File: src/rtl/mem_load_align_if.sv
// Bundle of the load-request, memory-read and response channels of mem_load_align.
// The slave modport is the formatter's view. The master modport is the view of
// whatever drives requests, models the memory and consumes responses.
interface mem_load_align_if #(
  parameter int ADDR_W = 32
);
  // Load request channel.
  logic              req_valid;
  logic              req_ready;
  logic [ADDR_W-1:0] req_addr;
  logic [1:0]        req_size;
  logic              req_unsigned;

  // Data-memory read port.
  logic              mem_rd_en;
  logic [ADDR_W-1:0] mem_rd_addr;
  logic [31:0]       mem_rd_data;

  // Writeback response channel.
  logic              rsp_valid;
  logic              rsp_ready;
  logic [31:0]       rsp_data;
  logic              rsp_err;

  modport slave (
    input  req_valid, req_addr, req_size, req_unsigned, mem_rd_data, rsp_ready,
    output req_ready, mem_rd_en, mem_rd_addr, rsp_valid, rsp_data, rsp_err
  );

  modport master (
    output req_valid, req_addr, req_size, req_unsigned, mem_rd_data, rsp_ready,
    input  req_ready, mem_rd_en, mem_rd_addr, rsp_valid, rsp_data, rsp_err
  );
endinterface

File: src/rtl/mem_load_align.sv
// Load-data formatter between the data-memory read port and LSU writeback.
// It issues word-aligned reads, splits word-crossing loads into two reads when
// MISALIGN_EN=1, then extracts and extends the addressed bytes. The result is
// returned as a registered response.
module mem_load_align #(
  parameter bit MISALIGN_EN = 1'b1,
  parameter int ADDR_W      = 32
) (
  input  logic             clk,
  input  logic             rst_n,
  mem_load_align_if.slave  bus
);

  typedef enum logic [1:0] {IDLE, RD0, RD1, RESP} state_t;

  localparam logic [1:0] SIZE_B = 2'b00;
  localparam logic [1:0] SIZE_H = 2'b01;
  localparam logic [1:0] SIZE_W = 2'b10;

  state_t            state_q;
  logic              rsp_valid_q;
  logic [31:0]       rsp_data_q;
  logic              rsp_err_q;
  logic [1:0]        off_q;
  logic [1:0]        size_q;
  logic              unsigned_q;
  logic              split_q;
  logic [ADDR_W-1:0] word_q;
  logic [31:0]       lo_q;

  logic              accept;
  logic [1:0]        req_off;
  logic [ADDR_W-1:0] req_word;
  logic              is_err;
  logic              is_split;
  logic              rd_en;
  logic [ADDR_W-1:0] rd_addr;

  // The {hi,lo} pair is shifted down by the byte offset. Only the low byte,
  // half or word is kept, then extended.
  function automatic logic [31:0] format_load(input logic [31:0] hi,
                                              input logic [31:0] lo,
                                              input logic [1:0]  off,
                                              input logic [1:0]  size,
                                              input logic        uns);
    logic [31:0] sh;
    logic        sgn;
    sh = 32'({hi, lo} >> {off, 3'b000});
    case (size)
      SIZE_B: begin
        sgn = ~uns & sh[7];
        format_load = {{24{sgn}}, sh[7:0]};
      end
      SIZE_H: begin
        sgn = ~uns & sh[15];
        format_load = {{16{sgn}}, sh[15:0]};
      end
      default: format_load = sh;
    endcase
  endfunction

  assign req_off       = bus.req_addr[1:0];
  assign req_word      = {bus.req_addr[ADDR_W-1:2], 2'b00};
  assign bus.req_ready = (state_q == IDLE) && rst_n;
  assign accept        = bus.req_valid && bus.req_ready;

  // Classify the offered request as error, split or aligned.
  always_comb begin
    // NOTE: every output of an always_comb gets a default first, so no path can leave it unassigned and infer a latch.
    is_err   = 1'b0;
    is_split = 1'b0;
    case (bus.req_size)
      SIZE_B: ;
      SIZE_H: begin
        if (MISALIGN_EN) is_split = (req_off == 2'b11);
        else             is_err   = req_off[0];
      end
      SIZE_W: begin
        if (MISALIGN_EN) is_split = (req_off != 2'b00);
        else             is_err   = (req_off != 2'b00);
      end
      default: is_err = 1'b1;
    endcase
  end

  // The first read fires combinationally on acceptance. A split load's second
  // read fires from RD0 at the next word, wrapping modulo 2^ADDR_W.
  always_comb begin
    rd_en   = 1'b0;
    rd_addr = '0;
    if (accept && !is_err) begin
      rd_en   = 1'b1;
      rd_addr = req_word;
    end else if (rst_n && (state_q == RD0) && split_q) begin
      rd_en   = 1'b1;
      rd_addr = word_q + ADDR_W'(4);
    end
  end

  assign bus.mem_rd_en   = rd_en;
  assign bus.mem_rd_addr = rd_addr;
  assign bus.rsp_valid   = rsp_valid_q;
  assign bus.rsp_data    = rsp_data_q;
  assign bus.rsp_err     = rsp_err_q;

  // Load FSM: latch the request, collect one or two read words, then hold the response until it is taken.
  always_ff @(posedge clk) begin
    // NOTE: sequential state uses non-blocking assignments only, so every register samples pre-edge values.
    if (!rst_n) begin
      state_q     <= IDLE;
      rsp_valid_q <= 1'b0;
      rsp_data_q  <= '0;
      rsp_err_q   <= 1'b0;
      off_q       <= '0;
      size_q      <= '0;
      unsigned_q  <= 1'b0;
      split_q     <= 1'b0;
      word_q      <= '0;
      lo_q        <= '0;
    end else begin
      case (state_q)
        IDLE: begin
          if (accept) begin
            off_q      <= req_off;
            size_q     <= bus.req_size;
            unsigned_q <= bus.req_unsigned;
            split_q    <= is_split;
            word_q     <= req_word;
            if (is_err) begin
              state_q     <= RESP;
              rsp_valid_q <= 1'b1;
              rsp_err_q   <= 1'b1;
              rsp_data_q  <= '0;
            end else begin
              state_q <= RD0;
            end
          end
        end
        RD0: begin
          if (split_q) begin
            lo_q    <= bus.mem_rd_data;
            state_q <= RD1;
          end else begin
            rsp_data_q  <= format_load(32'h0, bus.mem_rd_data, off_q, size_q, unsigned_q);
            rsp_err_q   <= 1'b0;
            rsp_valid_q <= 1'b1;
            state_q     <= RESP;
          end
        end
        RD1: begin
          rsp_data_q  <= format_load(bus.mem_rd_data, lo_q, off_q, size_q, unsigned_q);
          rsp_err_q   <= 1'b0;
          rsp_valid_q <= 1'b1;
          state_q     <= RESP;
        end
        default: begin
          if (bus.rsp_ready) begin
            rsp_valid_q <= 1'b0;
            state_q     <= IDLE;
          end
        end
      endcase
    end
  end

endmodule

File: src/flat_wrapper.sv
// flat-port wrapper written by rule: the top's interface ports become plain ports
module mem_load_align_flat 
#(
  parameter bit MISALIGN_EN = 1'b1,
  parameter int ADDR_W      = 32
)
  (clk, rst_n, bus_req_valid, bus_req_addr, bus_req_size, bus_req_unsigned, bus_mem_rd_data, bus_rsp_ready, bus_req_ready, bus_mem_rd_en, bus_mem_rd_addr, bus_rsp_valid, bus_rsp_data, bus_rsp_err);
  mem_load_align_if #(.ADDR_W(ADDR_W)) bus_i ();
  input  logic clk;
  input  logic rst_n;
  input wire logic [$bits(bus_i.req_valid)-1:0] bus_req_valid;
  input wire logic [$bits(bus_i.req_addr)-1:0] bus_req_addr;
  input wire logic [$bits(bus_i.req_size)-1:0] bus_req_size;
  input wire logic [$bits(bus_i.req_unsigned)-1:0] bus_req_unsigned;
  input wire logic [$bits(bus_i.mem_rd_data)-1:0] bus_mem_rd_data;
  input wire logic [$bits(bus_i.rsp_ready)-1:0] bus_rsp_ready;
  output wire logic [$bits(bus_i.req_ready)-1:0] bus_req_ready;
  output wire logic [$bits(bus_i.mem_rd_en)-1:0] bus_mem_rd_en;
  output wire logic [$bits(bus_i.mem_rd_addr)-1:0] bus_mem_rd_addr;
  output wire logic [$bits(bus_i.rsp_valid)-1:0] bus_rsp_valid;
  output wire logic [$bits(bus_i.rsp_data)-1:0] bus_rsp_data;
  output wire logic [$bits(bus_i.rsp_err)-1:0] bus_rsp_err;
  assign bus_i.req_valid = bus_req_valid;
  assign bus_i.req_addr = bus_req_addr;
  assign bus_i.req_size = bus_req_size;
  assign bus_i.req_unsigned = bus_req_unsigned;
  assign bus_i.mem_rd_data = bus_mem_rd_data;
  assign bus_i.rsp_ready = bus_rsp_ready;
  assign bus_req_ready = bus_i.req_ready;
  assign bus_mem_rd_en = bus_i.mem_rd_en;
  assign bus_mem_rd_addr = bus_i.mem_rd_addr;
  assign bus_rsp_valid = bus_i.rsp_valid;
  assign bus_rsp_data = bus_i.rsp_data;
  assign bus_rsp_err = bus_i.rsp_err;
  mem_load_align #(.MISALIGN_EN(MISALIGN_EN), .ADDR_W(ADDR_W)) u_core (.clk(clk), .rst_n(rst_n), .bus(bus_i));
endmodule
File: config.mk
export PLATFORM = sky130hd
export DESIGN_NAME = mem_load_align_flat
export DESIGN_NICKNAME = d
export VERILOG_FILES = /design/src/rtl/mem_load_align_if.sv /design/src/rtl/mem_load_align.sv /design/src/flat_wrapper.sv
export SDC_FILE = /design/constraint.sdc
export NUM_CORES = 1
export LEC_CHECK = 0
export CAP_MARGIN = 25
export CORE_UTILIZATION = 60
export CTS_BUF_LIST = sky130_fd_sc_hd__clkbuf_2 sky130_fd_sc_hd__clkbuf_4 sky130_fd_sc_hd__clkbuf_8
export CTS_CLUSTER_DIAMETER = 80
export DETAILED_ROUTE_END_ITERATION = 6
export DONT_BUFFER_PORTS = 1
export PLACE_DENSITY = 0.89
export RECOVER_POWER = 50
export SLEW_MARGIN = 20
export SYNTH_ARGS = -nofsm -noshare
export SYNTH_HDL_FRONTEND = slang
export SYNTH_SLANG_ARGS = --single-unit
File: constraint.sdc
create_clock -name clk -period 2.2 [get_ports clk]
set_input_delay 0.44 -clock clk [delete_from_list [all_inputs] [get_ports clk]]
set_output_delay 0.44 -clock clk [all_outputs]
set_load 0.01 [all_outputs]
==> impl_summary.md <==
Run status
The flow ran to the end, but the final reports show violations. The final reports fail on setup timing.

Timing
Final hold analysis gives a worst-case slack of 0.159 ns. The final hold violation count is 0. Setup slack on the critical path of the routed design comes to -0.273 ns.

The share of the cycle needed by the critical path after routing is 112%. Setup repair after global routing could not meet its margin everywhere. Setup violations remaining at the end of the flow were counted as 51.

Headroom to the max-slew limit came out at 40.9%. The count of pins over their slew limit is 0. The time the final worst path needs with I/O delays and setup is 2.47 ns. The setup TNS is -7.17 ns. The transition time at the pin with the least slew margin is 0.887 ns. The setup skew after layout is 0.0144 ns. The maximum clock frequency is 404 MHz.

Logic synthesis
The largest area contributor in the synthesized netlist is sky130_fd_sc_hd__dfxtp_1. The most used flip-flop cell after synthesis is sky130_fd_sc_hd__dfxtp_1. The number of enable flip-flop cells after synthesis is 0. Yosys attributes the largest share of cell area to sky130_fd_sc_hd__dfxtp_1 (32%), sky130_fd_sc_hd__nand2_1 (14%), sky130_fd_sc_hd__mux2i_1 (7.0%). Counting instances in the post-synthesis netlist gives the leading cell types as sky130_fd_sc_hd__nand2_1 (236), sky130_fd_sc_hd__dfxtp_1 (104), sky130_fd_sc_hd__o21ai_0 (78), sky130_fd_sc_hd__mux2i_1 (45), sky130_fd_sc_hd__a21oi_1 (39). Yosys printed 0 warnings.

After Yosys synthesis, full adders, half adders and majority gates account for 1.55% of the synthesized area. By instance count, the leading cell after synthesis is sky130_fd_sc_hd__nand2_1. The simple-gate share of the synthesized area is 23.5%. The compound-cell area share of the yosys netlist is 23.4%. The cell count after synthesis is 862.

The netlist area before placement is 6460 sq um. The share of synthesized registers carrying an async set or reset is 0%. The flip-flop and latch count after synthesis is 104. The portion of synthesized cell area occupied by the leading cell type is 32.2%. Of the post-synthesis cell area, the part taken by muxes is 9.41%. By area, the combinational part of the netlist is dominated by simple AND/OR/NAND/NOR gates.

A synthesized cell averages 7.49 sq um. Summing the areas of all xor and xnor instances in the mapped netlist gives 3.93% of the synthesized area. Sequential elements use 32.2% of the synthesized area.

Yosys mapped the design onto 63 distinct sky130hd cell types.

GRT
The overall overflow remaining after global route is 0. The via count of the first global-routing pass is 6341. The number of antenna violations at the first check in global routing is 0. Across every metal layer, demand over resource in global routing totals 36.9%. The largest net degree at the start of global routing is 59. The global-route wire length before repair is 32400 microns.

Clock tree
The H-tree depth is 3. In this run, post-CTS hold repair placed 0 buffers. The number of buffers between clock root and the deepest sink is 2.

The register clock-pin slew on the reported worst setup and hold paths is 0.10 ns. The clock drives 104 sinks. The later pin in the worst-skew pair is clocked with a latency of 0.38 ns. CTS placed an instance of sky130_fd_sc_hd__clkbuf_8 at the clock tree root.

TritonCTS created 9 clock buffers. TritonCTS built the clock tree.

Critical path
The worst setup path is captured at an output port. The worst setup path is launched from a flip-flop. Of all nets on the critical path, the largest fanout is 8. Among all stages on the critical path, the largest delay is contributed by sky130_fd_sc_hd__dfxtp_1. The most critical setup path has its startpoint at u_core.state_q[1]$_SDFFE_PN0P_.

The launch point of the worst reg-to-reg path is u_core.state_q[0]$_SDFFE_PN0P_. The category of the critical setup timing path is flip-flop to output port. The data required time of the critical path is 1.76 ns.

The endpoint arrival time on the critical path is 2.03 ns. The number of buffers and inverters on the critical path is 3. The peak per-stage delay on the critical path is 0.35 ns.

The signal on the critical path passes through inv_1 -> ha_4 -> and2_4 -> nand2_4 -> nor2_4 -> or2_4 -> buf_6 -> o21ai_2 -> buf_4. Among cell families on the critical path, the largest total delay comes from simple AND/OR/NAND/NOR gates.

Drt
In the routed design, unresolved DRC markers number 0. Wires add up to 22500 microns. For this block, the via count after detailed routing is 6824. The routed length per placed instance is 21.9 microns.

Before antenna repair, the detailed router went through 6 iterations. The remaining antenna violation count after routing is 0. Using the TritonRoute via totals, the vias-per-cell ratio works out to 6.64. The DRC violation total after the first TritonRoute iteration is 825.

Power
VDD sags by at most 0.646 mV. Total power for the finished layout comes to 6.45 mW. In this run the power density over the cells is 819 nW/um^2. In this run the static leakage power is 2.80 nW.

Placement
Port buffering added 0 buffers. The congestion estimate from routability-driven global placement came to 0.990. The HPWL after detailed placement is 13100 microns. The post-placement cell area is 6970 sq um.

Worst hold path
The worst hold path belongs to the class input port to flip-flop. In this run the most critical hold path is launched from bus_req_addr[0].

Finish
The cell area after layout is 7870 sq um. The layout net count is 967. The number of fillers in the final layout is 691.

The multi-input combinational cells in the finished layout cover a total of 4510 sq um. The number of antenna cells inserted is 0. Across the whole layout, storage elements account for 2120 sq um. The layout overhead on the synthesized area is 21.9%.

Cells with a size suffix above 1 make up 22.6% of the layout.

Floorplanning
The die covers 11200 sq um. The initial standard-cell utilization of the core is 62.3%. For this design the top-level I/O count stands at 139.

The cell row count is 37. The height of the die is 106 microns. The placeable core region is 10400 sq um. The width of the die is 106 microns.

Job
Across the run, the number of max-cap violations was 0.
## flip-flops by register name, summed over array words and instances (netlist names)
register              count
u_core.off_q              2
u_core.word_q            30
u_core.bus.rsp_data      32
u_core.split_q            1
u_core.state_q            2
u_core.unsigned_q         1
u_core.lo_q              32
u_core.bus.rsp_err        1
u_core.bus.rsp_valid      1
u_core.size_q             2
## per-stage QoR
step | util [%] | worst slack [ns] | std cells
after global placement | 67.3 | 0.0232 | 979
after floorplan | - | 0.0123 | 863
after detailed placement | 67.3 | -0.0182 | 979
final | 75.9 | -0.273 | 1028
after global routing | 75.9 | -0.331 | 1028
after CTS | 74.2 | -0.143 | 1023
## cell usage in the layout (no fill, tap or decap), types with 11 or more instances in the layout
cell                        n
sky130_fd_sc_hd__nand2_1  232
sky130_fd_sc_hd__a21oi_1   39
sky130_fd_sc_hd__dfxtp_2   16
sky130_fd_sc_hd__nor2b_1   11
sky130_fd_sc_hd__o21ai_0   55
sky130_fd_sc_hd__nor2_1    29
sky130_fd_sc_hd__buf_4     60
sky130_fd_sc_hd__a22oi_1   17
sky130_fd_sc_hd__dfxtp_1   83
sky130_fd_sc_hd__mux2i_1   45
sky130_fd_sc_hd__a32oi_1   11
sky130_fd_sc_hd__xor2_1    11
sky130_fd_sc_hd__inv_1     17
sky130_fd_sc_hd__o31ai_1   14
sky130_fd_sc_hd__o21ai_4   20
## cell families after synthesis
kind of cell | after synthesis
mux | 56
xor+xnor | 29
other cells | 1
simple gates | 347
buf+inv | 86
flops | 104
compound gates | 231
fa+ha+maj | 8
## routing by layer
layer  global-route usage, %  wire length (microns)  vias to the layer above
met3                    10.0                   2320                      127
met4                    19.4                   1380                        0
met2                    62.5                  10600                      446
li1                        -                      -                     3071
met1                    42.5                   8190                     3180
met5                       0                      0                        -
## worst register-to-register path, stage by stage (launching register included)
cell                       delay [ns]
sky130_fd_sc_hd__dfxtp_2         0.34
sky130_fd_sc_hd__inv_1           0.11
sky130_fd_sc_hd__ha_4            0.15
sky130_fd_sc_hd__clkbuf_1        0.26
sky130_fd_sc_hd__and3_1          0.81
sky130_fd_sc_hd__buf_12          0.28
sky130_fd_sc_hd__nand2_1         0.11
sky130_fd_sc_hd__o21ai_0         0.16
## path summary, 6_finish.rpt
path | endpoint | cells after the start | slack [ns]
setup / recovery | bus_mem_rd_addr[11] | 9 | -0.27
hold / removal | u_core.off_q[0]$_SDFFE_PN0P_ | 2 | 0.16
setup reg to reg | u_core.word_q[22]$_SDFFE_PN0P_ | 7 | -0.15
hold reg to reg | u_core.lo_q[1]$_SDFFE_PN0P_ | 2 | 0.46
## power by group
part	leakage (nW)	switching, mW	total (mW)	internal [mW]
registers	0.854	0.311	2.43	2.12
logic	1.84	1.63	2.68	1.06
clock network	0.106	0.683	1.33	0.650
## repair_timing
item | in CTS | in global routing
pin swaps | 23 | 13
gates resized for setup | 81 | 27
buffers inserted | 25 | 5
endpoints found under the setup margin | 31 | 54
cloned | 4 | 2
## layout make-up
class	count	area share, %
multi-input combinational	673	57.3
sequential	104	26.9
timing repair buffer	81	10.0
tap	136	2.16
clock buffer	10	1.67
clock inverter	5	1.03
inverter	19	0.906
Power figures use the tool's default switching activity.
